<file path="src/rtl/mmu_pkg.sv">
// Shared types and widths for the mmu_port memory-side responder.
package mmu_pkg;

    localparam int ADDR_W    = 32;
    localparam int DATA_W    = 32;
    localparam int TIMEOUT_W = 8;

    typedef enum logic [2:0] {
        IDLE,
        ACC_I,
        ACC_D,
        DONE_I,
        DONE_D,
        FAULT_I,
        FAULT_D
    } state_e;

endpackage

</file>
<file path="src/rtl/mmu_bounds_check.sv">
// Segment check and relocation for one virtual address.
// With MMU_ALIGN_CHECK_EN defined, word-misaligned addresses are also rejected.
module mmu_bounds_check
    import mmu_pkg::*;
(
    input  logic [ADDR_W-1:0] vaddr_i,
    input  logic [ADDR_W-1:0] base_i,
    input  logic [ADDR_W-1:0] limit_i,
    output logic [ADDR_W-1:0] paddr_o,
    output logic              legal_o
);

    // Relocation wraps modulo 2^32 by construction of the adder width.
    assign paddr_o = base_i + vaddr_i;

`ifdef MMU_ALIGN_CHECK_EN
    assign legal_o = (vaddr_i < limit_i) && (vaddr_i[1:0] == 2'b00);
`else
    assign legal_o = (vaddr_i < limit_i);
`endif

endmodule

</file>
<file path="src/rtl/mmu_port.sv">
// Memory-side responder for fetch/load/store: bounds-checks, relocates and runs one
// access at a time on a single-ported bus. Optional alignment faults via MMU_ALIGN_CHECK_EN.
module mmu_port
    import mmu_pkg::*;
#(
    parameter int TIMEOUT = 16
) (
    input  logic              clk,
    input  logic              reset_n,
    input  logic              instr_req,
    input  logic [ADDR_W-1:0] pc,
    output logic [DATA_W-1:0] instruction,
    output logic              wait_instr,
    output logic              instr_segv,
    input  logic              ld,
    input  logic              st,
    input  logic [ADDR_W-1:0] data_addr,
    input  logic [DATA_W-1:0] wdata,
    output logic [DATA_W-1:0] rdata,
    output logic              wait_data,
    output logic              data_segv,
    input  logic [ADDR_W-1:0] seg_base,
    input  logic [ADDR_W-1:0] seg_limit,
    output logic [ADDR_W-1:0] mem_addr,
    output logic [DATA_W-1:0] mem_wdata,
    output logic              mem_re,
    output logic              mem_we,
    input  logic [DATA_W-1:0] mem_rdata,
    input  logic              mem_ready
);

    state_e               state_q, state_d;
    logic [TIMEOUT_W-1:0] cnt_q, cnt_d;
    logic                 is_store_q, is_store_d;
    logic [ADDR_W-1:0]    mem_addr_q, mem_addr_d;
    logic [DATA_W-1:0]    mem_wdata_q, mem_wdata_d;
    logic [DATA_W-1:0]    instr_q, instr_d;
    logic [DATA_W-1:0]    rdata_q, rdata_d;

    logic                 data_req;
    logic [ADDR_W-1:0]    i_paddr, d_paddr;
    logic                 i_legal, d_legal;

    assign data_req = ld | st;

    // Both verdicts are available in IDLE so arbitration needs no extra cycle.
    mmu_bounds_check u_chk_fetch (
        .vaddr_i (pc),
        .base_i  (seg_base),
        .limit_i (seg_limit),
        .paddr_o (i_paddr),
        .legal_o (i_legal)
    );

    mmu_bounds_check u_chk_data (
        .vaddr_i (data_addr),
        .base_i  (seg_base),
        .limit_i (seg_limit),
        .paddr_o (d_paddr),
        .legal_o (d_legal)
    );

    always_ff @(posedge clk or negedge reset_n) begin
        if (!reset_n) begin
            state_q     <= IDLE;
            cnt_q       <= '0;
            is_store_q  <= 1'b0;
            mem_addr_q  <= '0;
            mem_wdata_q <= '0;
            instr_q     <= '0;
            rdata_q     <= '0;
        end else begin
            state_q     <= state_d;
            cnt_q       <= cnt_d;
            is_store_q  <= is_store_d;
            mem_addr_q  <= mem_addr_d;
            mem_wdata_q <= mem_wdata_d;
            instr_q     <= instr_d;
            rdata_q     <= rdata_d;
        end
    end

    always_comb begin
        state_d     = state_q;
        cnt_d       = cnt_q;
        is_store_d  = is_store_q;
        mem_addr_d  = mem_addr_q;
        mem_wdata_d = mem_wdata_q;
        instr_d     = instr_q;
        rdata_d     = rdata_q;

        case (state_q)
            IDLE: begin
                // Data side wins; a concurrent fetch simply stays pending.
                if (data_req) begin
                    if (d_legal) begin
                        state_d     = ACC_D;
                        cnt_d       = '0;
                        is_store_d  = st;
                        mem_addr_d  = d_paddr;
                        mem_wdata_d = wdata;
                    end else begin
                        state_d = FAULT_D;
                    end
                end else if (instr_req) begin
                    if (i_legal) begin
                        state_d    = ACC_I;
                        cnt_d      = '0;
                        is_store_d = 1'b0;
                        mem_addr_d = i_paddr;
                    end else begin
                        state_d = FAULT_I;
                    end
                end
            end
            ACC_I: begin
                if (mem_ready) begin
                    instr_d = mem_rdata;
                    state_d = DONE_I;
                end else if (cnt_q == TIMEOUT_W'(TIMEOUT - 1)) begin
                    state_d = FAULT_I;
                end else begin
                    cnt_d = cnt_q + TIMEOUT_W'(1);
                end
            end
            ACC_D: begin
                if (mem_ready) begin
                    if (!is_store_q) begin
                        rdata_d = mem_rdata;
                    end
                    state_d = DONE_D;
                end else if (cnt_q == TIMEOUT_W'(TIMEOUT - 1)) begin
                    state_d = FAULT_D;
                end else begin
                    cnt_d = cnt_q + TIMEOUT_W'(1);
                end
            end
            DONE_I, FAULT_I: begin
                if (!instr_req) begin
                    state_d = IDLE;
                end
            end
            DONE_D, FAULT_D: begin
                if (!data_req) begin
                    state_d = IDLE;
                end
            end
            default: state_d = IDLE;
        endcase
    end

    // Strobes decode from the registered state so an async reset removes them at once.
    assign mem_re      = (state_q == ACC_I) || ((state_q == ACC_D) && !is_store_q);
    assign mem_we      = (state_q == ACC_D) && is_store_q;
    assign mem_addr    = mem_addr_q;
    assign mem_wdata   = mem_wdata_q;
    assign instruction = instr_q;
    assign rdata       = rdata_q;

    assign wait_data   = data_req && !((state_q == DONE_D) || (state_q == FAULT_D));
    assign wait_instr  = instr_req && !((state_q == DONE_I) || (state_q == FAULT_I));
    assign data_segv   = (state_q == FAULT_D);
    assign instr_segv  = (state_q == FAULT_I);

endmodule

</file>
<file path="config.mk">
export PLATFORM = sky130hd
export DESIGN_NAME = mmu_port
export DESIGN_NICKNAME = d
export VERILOG_FILES = /design/src/rtl/mmu_pkg.sv /design/src/rtl/mmu_bounds_check.sv /design/src/rtl/mmu_port.sv
export SDC_FILE = /design/constraint.sdc
export NUM_CORES = 1
export LEC_CHECK = 0
export CAP_MARGIN = 10
export CORE_MARGIN = 2
export CORE_UTILIZATION = 47
export CTS_BUF_LIST = sky130_fd_sc_hd__clkbuf_2 sky130_fd_sc_hd__clkbuf_4 sky130_fd_sc_hd__clkbuf_8
export DETAILED_ROUTE_END_ITERATION = 10
export PLACE_DENSITY_LB_ADDON = 0.12
export REMOVE_ABC_BUFFERS = 1
export SLEW_MARGIN = 0
export SYNTH_ARGS = -nofsm -noshare
export SYNTH_HDL_FRONTEND = slang
export SYNTH_SLANG_ARGS = --single-unit
</file>
<file path="constraint.sdc">
create_clock -name clk -period 3.13 [get_ports clk]
set_input_delay 0.313 -clock clk [delete_from_list [all_inputs] [get_ports clk]]
set_output_delay 0.313 -clock clk [all_outputs]
set_load 0.05 [all_outputs]
</file>
* After elaboration in Yosys (flattened, before gate mapping)
Cells that the tools add are included.
** Operators by class
- Equal/unequal tests :: 17
- Add/subtract/negate cells :: 3
- Bitwise gates (word level) :: 2
- $lt $le $gt $ge :: 2
- Multiplexer cells :: 26
- Reductions and logical operators :: 23
** Operators with widths (number)
- $mux W32 :: 4
- $add A32 B32 Y32 :: 2
- $lt A32 B32 Y1 :: 2
- $mux W8 :: 6
- $mux W3 :: 10
- $pmux W8 S2 :: 1
- $ne A3 B3 Y1 const B :: 5
- $pmux W3 S5 :: 1
- $eq A3 B3 Y1 const B :: 3
- $add A8 B1 Y8 const B :: 1
- $eq A8 B4 Y1 const B :: 1
- $ne A2 B2 Y1 const B :: 4
- $eq A3 B2 Y1 const B :: 2
- $reduce_and A3 Y1 :: 2
- $reduce_and A6 Y1 :: 1
- $reduce_bool A2 Y1 :: 3
- $reduce_or A2 Y1 :: 3
- $reduce_and A5 Y1 :: 1
- $logic_and A1 B1 Y1 :: 4
- $mux W1 :: 4
- $reduce_and A4 Y1 :: 1
- $eq A3 B1 Y1 const B :: 1
- $logic_not A1 Y1 :: 3
- $logic_not A3 Y1 :: 1
- other kinds (5) :: 7
** Storage, ports and cells
- Output and inout bits :: 134
- Bits of input ports :: 198
- Bits in registers :: 140
- Logic and storage cells :: 80

* Logic depth before layout (Yosys ltp)
- Word-level depth :: 5
- Mapped depth :: 13
- Depth with buffers taken out :: 12

* Cells and area by module
Synthesis repeated with hierarchy kept, for this count alone.
** Second synthesis, totals
- Cells, all modules :: 1055
- Area, all modules :: 10717.8 um2
** Modules (own cells, without submodules)
- mmu_port :: cells an instance 437, area each 5905.7 um2, seq. area each 3503.4 um2, instances 1
- mmu_bounds_check :: cells an instance 309, area each 2406.1 um2, seq. area each 0.0 um2, instances 2

* Least setup slack after synthesis
Ideal clock, no wire load.
- Path kind :: input -> register
- Start point :: input st
- End point :: register mem_addr_q[18], in the netlist mem_addr[18]
- Required time :: 3.004 ns
- Slack :: -0.544 ns
- Arrival :: 3.549 ns
- Library setup time :: 0.126 ns
- Cell stages on the path :: 13
- Path buffers :: 1
- Path through :: nor2_1 clkbuf_1 mux2_2 ha_1 fa_1 a21o_1 a31oi_1 a2bb2oi_1 nor3_1 a2111oi_2 a21oi_1 xnor2_1 a21oi_1
** Between the ends
- Word-level cells in the longest chain between the ends :: 3
- Elaborated cells between the ends (all ways) :: 6
- Classes of those cells :: 1 x eq/ne; 1 x mux; 1 x bitwise; 3 x reduce/logical
** Ends and longest elaborated chain
- from (decl) :: line mmu_port.sv:16 : input logic st,
- $or A1 B1 Y1 (*) :: line mmu_port.sv:44 : assign data_req = ld | st;
- $ne A2 B1 Y1 (no line) or $reduce_bool A2 Y1 (tied branches)
- $reduce_and A4 Y1 (no line)
- to (signal assigned) :: line mmu_port.sv:76 : mem_addr_q <= mem_addr_d;
- to (decl) :: line mmu_port.sv:35 : logic [ADDR_W-1:0] mem_addr_q, mem_addr_d;
Every way passes the cells marked *; elsewhere a longest branch is shown, timed or not.
A chain may end at the register's enable or synchronous reset.

* Final worst setup path
- Start point :: input ld
- End point :: register mem_addr_q[18], in the netlist mem_addr[18]
** Between the ends
- Word-level cells in the longest chain between the ends :: 3
- Elaborated cells between the ends (all ways) :: 6
- Classes of those cells :: 1 x eq/ne; 1 x mux; 1 x bitwise; 3 x reduce/logical
** Ends and longest elaborated chain
- from (decl) :: line mmu_port.sv:15 : input logic ld,
- $or A1 B1 Y1 (*) :: line mmu_port.sv:44
- $ne A2 B1 Y1 (no line) or $reduce_bool A2 Y1 (tied branches)
- $reduce_and A4 Y1 (no line)
Marks and branches as above.

==> flow_summary.ini <==
[logic_synthesis]
synth.avg_cell_area_um2 = 10.7
synthesis.instances = 834
synth_cell_types = 66
synth-warning-count = 0
ys_top_cells_by_area = sky130_fd_sc_hd__dfrtp_1, sky130_fd_sc_hd__mux2_2, sky130_fd_sc_hd__ha_1
postSynth.asyncResetShare_pct = 100
synth_enable_flop_cells = 0
synth.yosys.seq_area_share_pct = 39.4
mappedNetlistArea_um2 = 8900
netlist.area_leader.share_pct = 39.4
yosys_most_used_dff = sky130_fd_sc_hd__dfrtp_1
synth-seq-cells = 140
yosys.area.top_type = sky130_fd_sc_hd__dfrtp_1

[critical_path]
critical_path.startpoint = ld
crit_required_ps = 3460
crit_arrival_ps = 3340
crit_path_end = mem_addr[18]$_DFFE_PN0P_
crit_path_cell_trace = clkbuf_2, nor2_4, buf_12, clkbuf_16, buf_4, mux2_4, ha_4, buf_4, a211o_1, a31oi_1, buf_4, a2bb2oi_4, nor3_2, a2111oi_2, buf_4, a21oi_2, xnor2_1, a21oi_1
path_depth_of_the_worst_reg2reg_path = 9
path_max_fanout = 4
r2r_end = state_q[1]$_DFFE_PN0P_
cpMaxStageDelayCell = sky130_fd_sc_hd__a2111oi_2
timing.rr.start = cnt_q[0]$_DFFE_PN0P_
timing.critical_path.from_type = primary input
crit_path_frequent_cell = sky130_fd_sc_hd__buf_4
critical_path_class = in -> reg
setup.reg_to_reg.worst_slack_ps = 850
cp-end-kind = flop
critical_path_max_stage_delay_ps = 350

[detailed_routing]
drt_first_pass_iters = 4
wl_per_cell_um = 18.4
route.detailed.drc = 0
ant_nets = 0
routed_via_density = 5.39
drt-total-wl_um = 28400
vias = 8347
first_iter_violations = 388

[clock_tree]
htree_levels = 4
clockBufferDepth = 2
clk-insertion-delay-late_ps = 450
number_of_sinks_on_the_clock_net = 140
cts_tree = yes
clkTransAtPathRegs_ps = 90
clock_tree.root_cell = sky130_fd_sc_hd__clkbuf_8
cts_buffers = 17

[global_routing]
grt-ovfl-total = 0
grt_start_max_net_pins = 89
grt_use_met2_pct = 48.5
globalRouteMet3Util_pct = 9.82
grt_first_pass_wirelength_um = 43900
grt_usage_pct = 27.8
via_count_of_the_first_global_routing_pass = 8725
grt_antenna_before_repair = 0
met1_capacity_usage_during_global_routing_pct = 31.7
grt_most_used_layer = met2

[place]
dpl.hpwl_um = 22000
final_estimated_routing_congestion_in_global_placement = 0.935
buffer_ports.inserted = 331
placedInstanceArea_um2 = 13500

[timing]
final.setup_skew_ps = 13.9
worst_slew_pin_slew_ps = 881
setup_viol = 0
timing.max_slew.rel_slack_pct = 41.3
fmax_mhz = 333
drv_slew = 0
grt_setup_unrepaired = no
final_worst_path_cycle_share_pct = 95.9
final-hold-violation-count = 0
period_needed_ps = 3000
holdWs_ps = 290

[die]
initial_utilization_pct = 47.8
area_of_the_die_um2 = 20100
core.rowCount = 50
design.portCount = 332
core-area_um2 = 18600
die_x_um = 142
die_y_um = 142

[cells_and_area]
flow.area_growth_from_synthesis_pct = 61.0
drive_gt1_share_pct = 27.8
numnets_final = 1595
n_antenna_cell = 0
fillers = 1291
final_area_um2 = 14300

[outcome]
outcome = finished, final reports clean

[min_path]
worstHoldPathCells = 4
holdCritPathClass = in -> reg

[pwr]
p_per_area_nw_per_um2 = 895
irDropWorstVdd_mv = 0.795
total_leakage_power_uw = 0.00640

[job]
drv_cap = 0
==> state kept, by name (all words and copies together) (netlist names) <==
| signal | count |
|---|---|
| rdata | 32 |
| state_q | 3 |
| mem_addr | 32 |
| instruction | 32 |
| mem_wdata | 32 |
| cnt_q | 8 |
| is_store_q | 1 |
==> layout by cell type (no fill, tap or decap), drive strengths merged, types with 5 or more instances in the layout <==
cell	count
o21ai	21
nand2b	10
o22ai	7
xor2	8
nand3	15
a211oi	8
nand2	35
dfrtp	140
buf	146
nor4	7
a21oi	70
nor2	52
inv	60
a21o	18
o211ai	5
nor3	7
nand4	14
mux2	140
xnor2	22
a31oi	7
and3	8
clkdlybuf4s50	328
nor2b	5
clkbuf	20
ha	94
==> layer usage <==
| layer | vias to the layer above | wire, um |
|---|---|---|
| met2 | 292 | 14100 |
| met4 | 0 | 746 |
| met3 | 47 | 2470 |
| met1 | 4008 | 11200 |
| met5 | - | 0 |
| li1 | 4000 | - |
==> cell families (layout without fill, tap and decap cells) <==
family	Yosys count	count (layout)	share of synthesized area [%]
flip-flops	140	140	39.4
AO/OA/AOI/OAI	185	185	13.8
multiplexers	141	141	17.9
AND/OR/NAND/NOR	164	164	8.98
buffers and inverters	79	560	3.64
XOR/XNOR	30	30	2.95
adder cells (fa/ha/maj)	95	95	13.4
==> critical path, delay by kind of cell <==
family                     cells  cell delay, ps
buffers and inverters          7            1030
and+or+nand+nor                2             220
muxes                          1             310
adders and majority gates      1             160
AOI/OAI and AO/OA              6            1120
xor gates and xnor gates       1             180
==> repair_timing <==
item / 4_1_cts / 5_1_grt
gates cloned: 0 / 1
resized for setup: 14 / 40
pin swaps: 9 / 17
setup buffers: 2 / 5
setup endpoints to repair: 16 / 14
endpoints found under the hold margin: 87 / 0
hold buffers: 1 / 0
==> layout make-up <==
| class | count | area, um2 | share of cell area (%) |
|---|---|---|---|
| multi-input cells | 615 | 5400 | 37.7 |
| clock inverters | 15 | 215 | 1.50 |
| flip-flops and latches | 140 | 3500 | 24.4 |
| well taps | 234 | 293 | 2.04 |
| repair buffers | 478 | 4500 | 31.4 |
| inverters | 50 | 188 | 1.31 |
| clock buffers | 17 | 234 | 1.63 |
==> through the flow <==
stage / TNS, ps / utilization [%] / power (uW) / std cells / setup WS (ps)
after floorplan: -53450 / - / 8040 / 805 / -1390
after detailed placement: -17790 / 72.3 / 11000 / 1508 / -760
after global placement: -10860 / 72.3 / 10900 / 1508 / -710
final: 0 / 76.9 / 12800 / 1549 / 127
after CTS: 0 / 75.4 / 12800 / 1543 / 111
after global routing: 0 / 76.9 / 13400 / 1549 / 59.5
==> power by group <==
| group | internal [uW] | total, uW | switching [uW] | leakage [uW] |
|---|---|---|---|---|
| registers | 2690 | 3230 | 542 | 0.00168 |
| clock network | 836 | 1680 | 842 | 0.000229 |
| logic | 3100 | 7910 | 4810 | 0.00449 |
| total | 6630 | 12800 | 6190 | 0.00640 |
==> synth_stat cells, types with 15 or more instances <==
| library cell | n |
|---|---|
| sky130_fd_sc_hd__dfrtp_1 | 140 |
| sky130_fd_sc_hd__mux2_2 | 138 |
| sky130_fd_sc_hd__ha_1 | 94 |
| sky130_fd_sc_hd__a21oi_1 | 69 |
| sky130_fd_sc_hd__nor2_1 | 52 |
| sky130_fd_sc_hd__inv_1 | 50 |
| sky130_fd_sc_hd__nand2_1 | 35 |
| sky130_fd_sc_hd__xnor2_1 | 22 |
| sky130_fd_sc_hd__o21ai_0 | 21 |
| sky130_fd_sc_hd__a21o_1 | 18 |
| sky130_fd_sc_hd__clkbuf_1 | 18 |
| sky130_fd_sc_hd__nand3_1 | 15 |
==> worst min-delay path by stage <==
| stage | start | to |
|---|---|---|
| detailed placement | reset_n | mem_addr[14]$_DFFE_PN0P_ |
| global route | st | is_store_q$_DFFE_PN0P_ |
| CTS | st | is_store_q$_DFFE_PN0P_ |
| finish | st | is_store_q$_DFFE_PN0P_ |
| global placement | reset_n | mem_addr[14]$_DFFE_PN0P_ |
| floorplan | reset_n | cnt_q[0]$_DFFE_PN0P_ |
No activity file was read; power rests on OpenSTA's default activity.
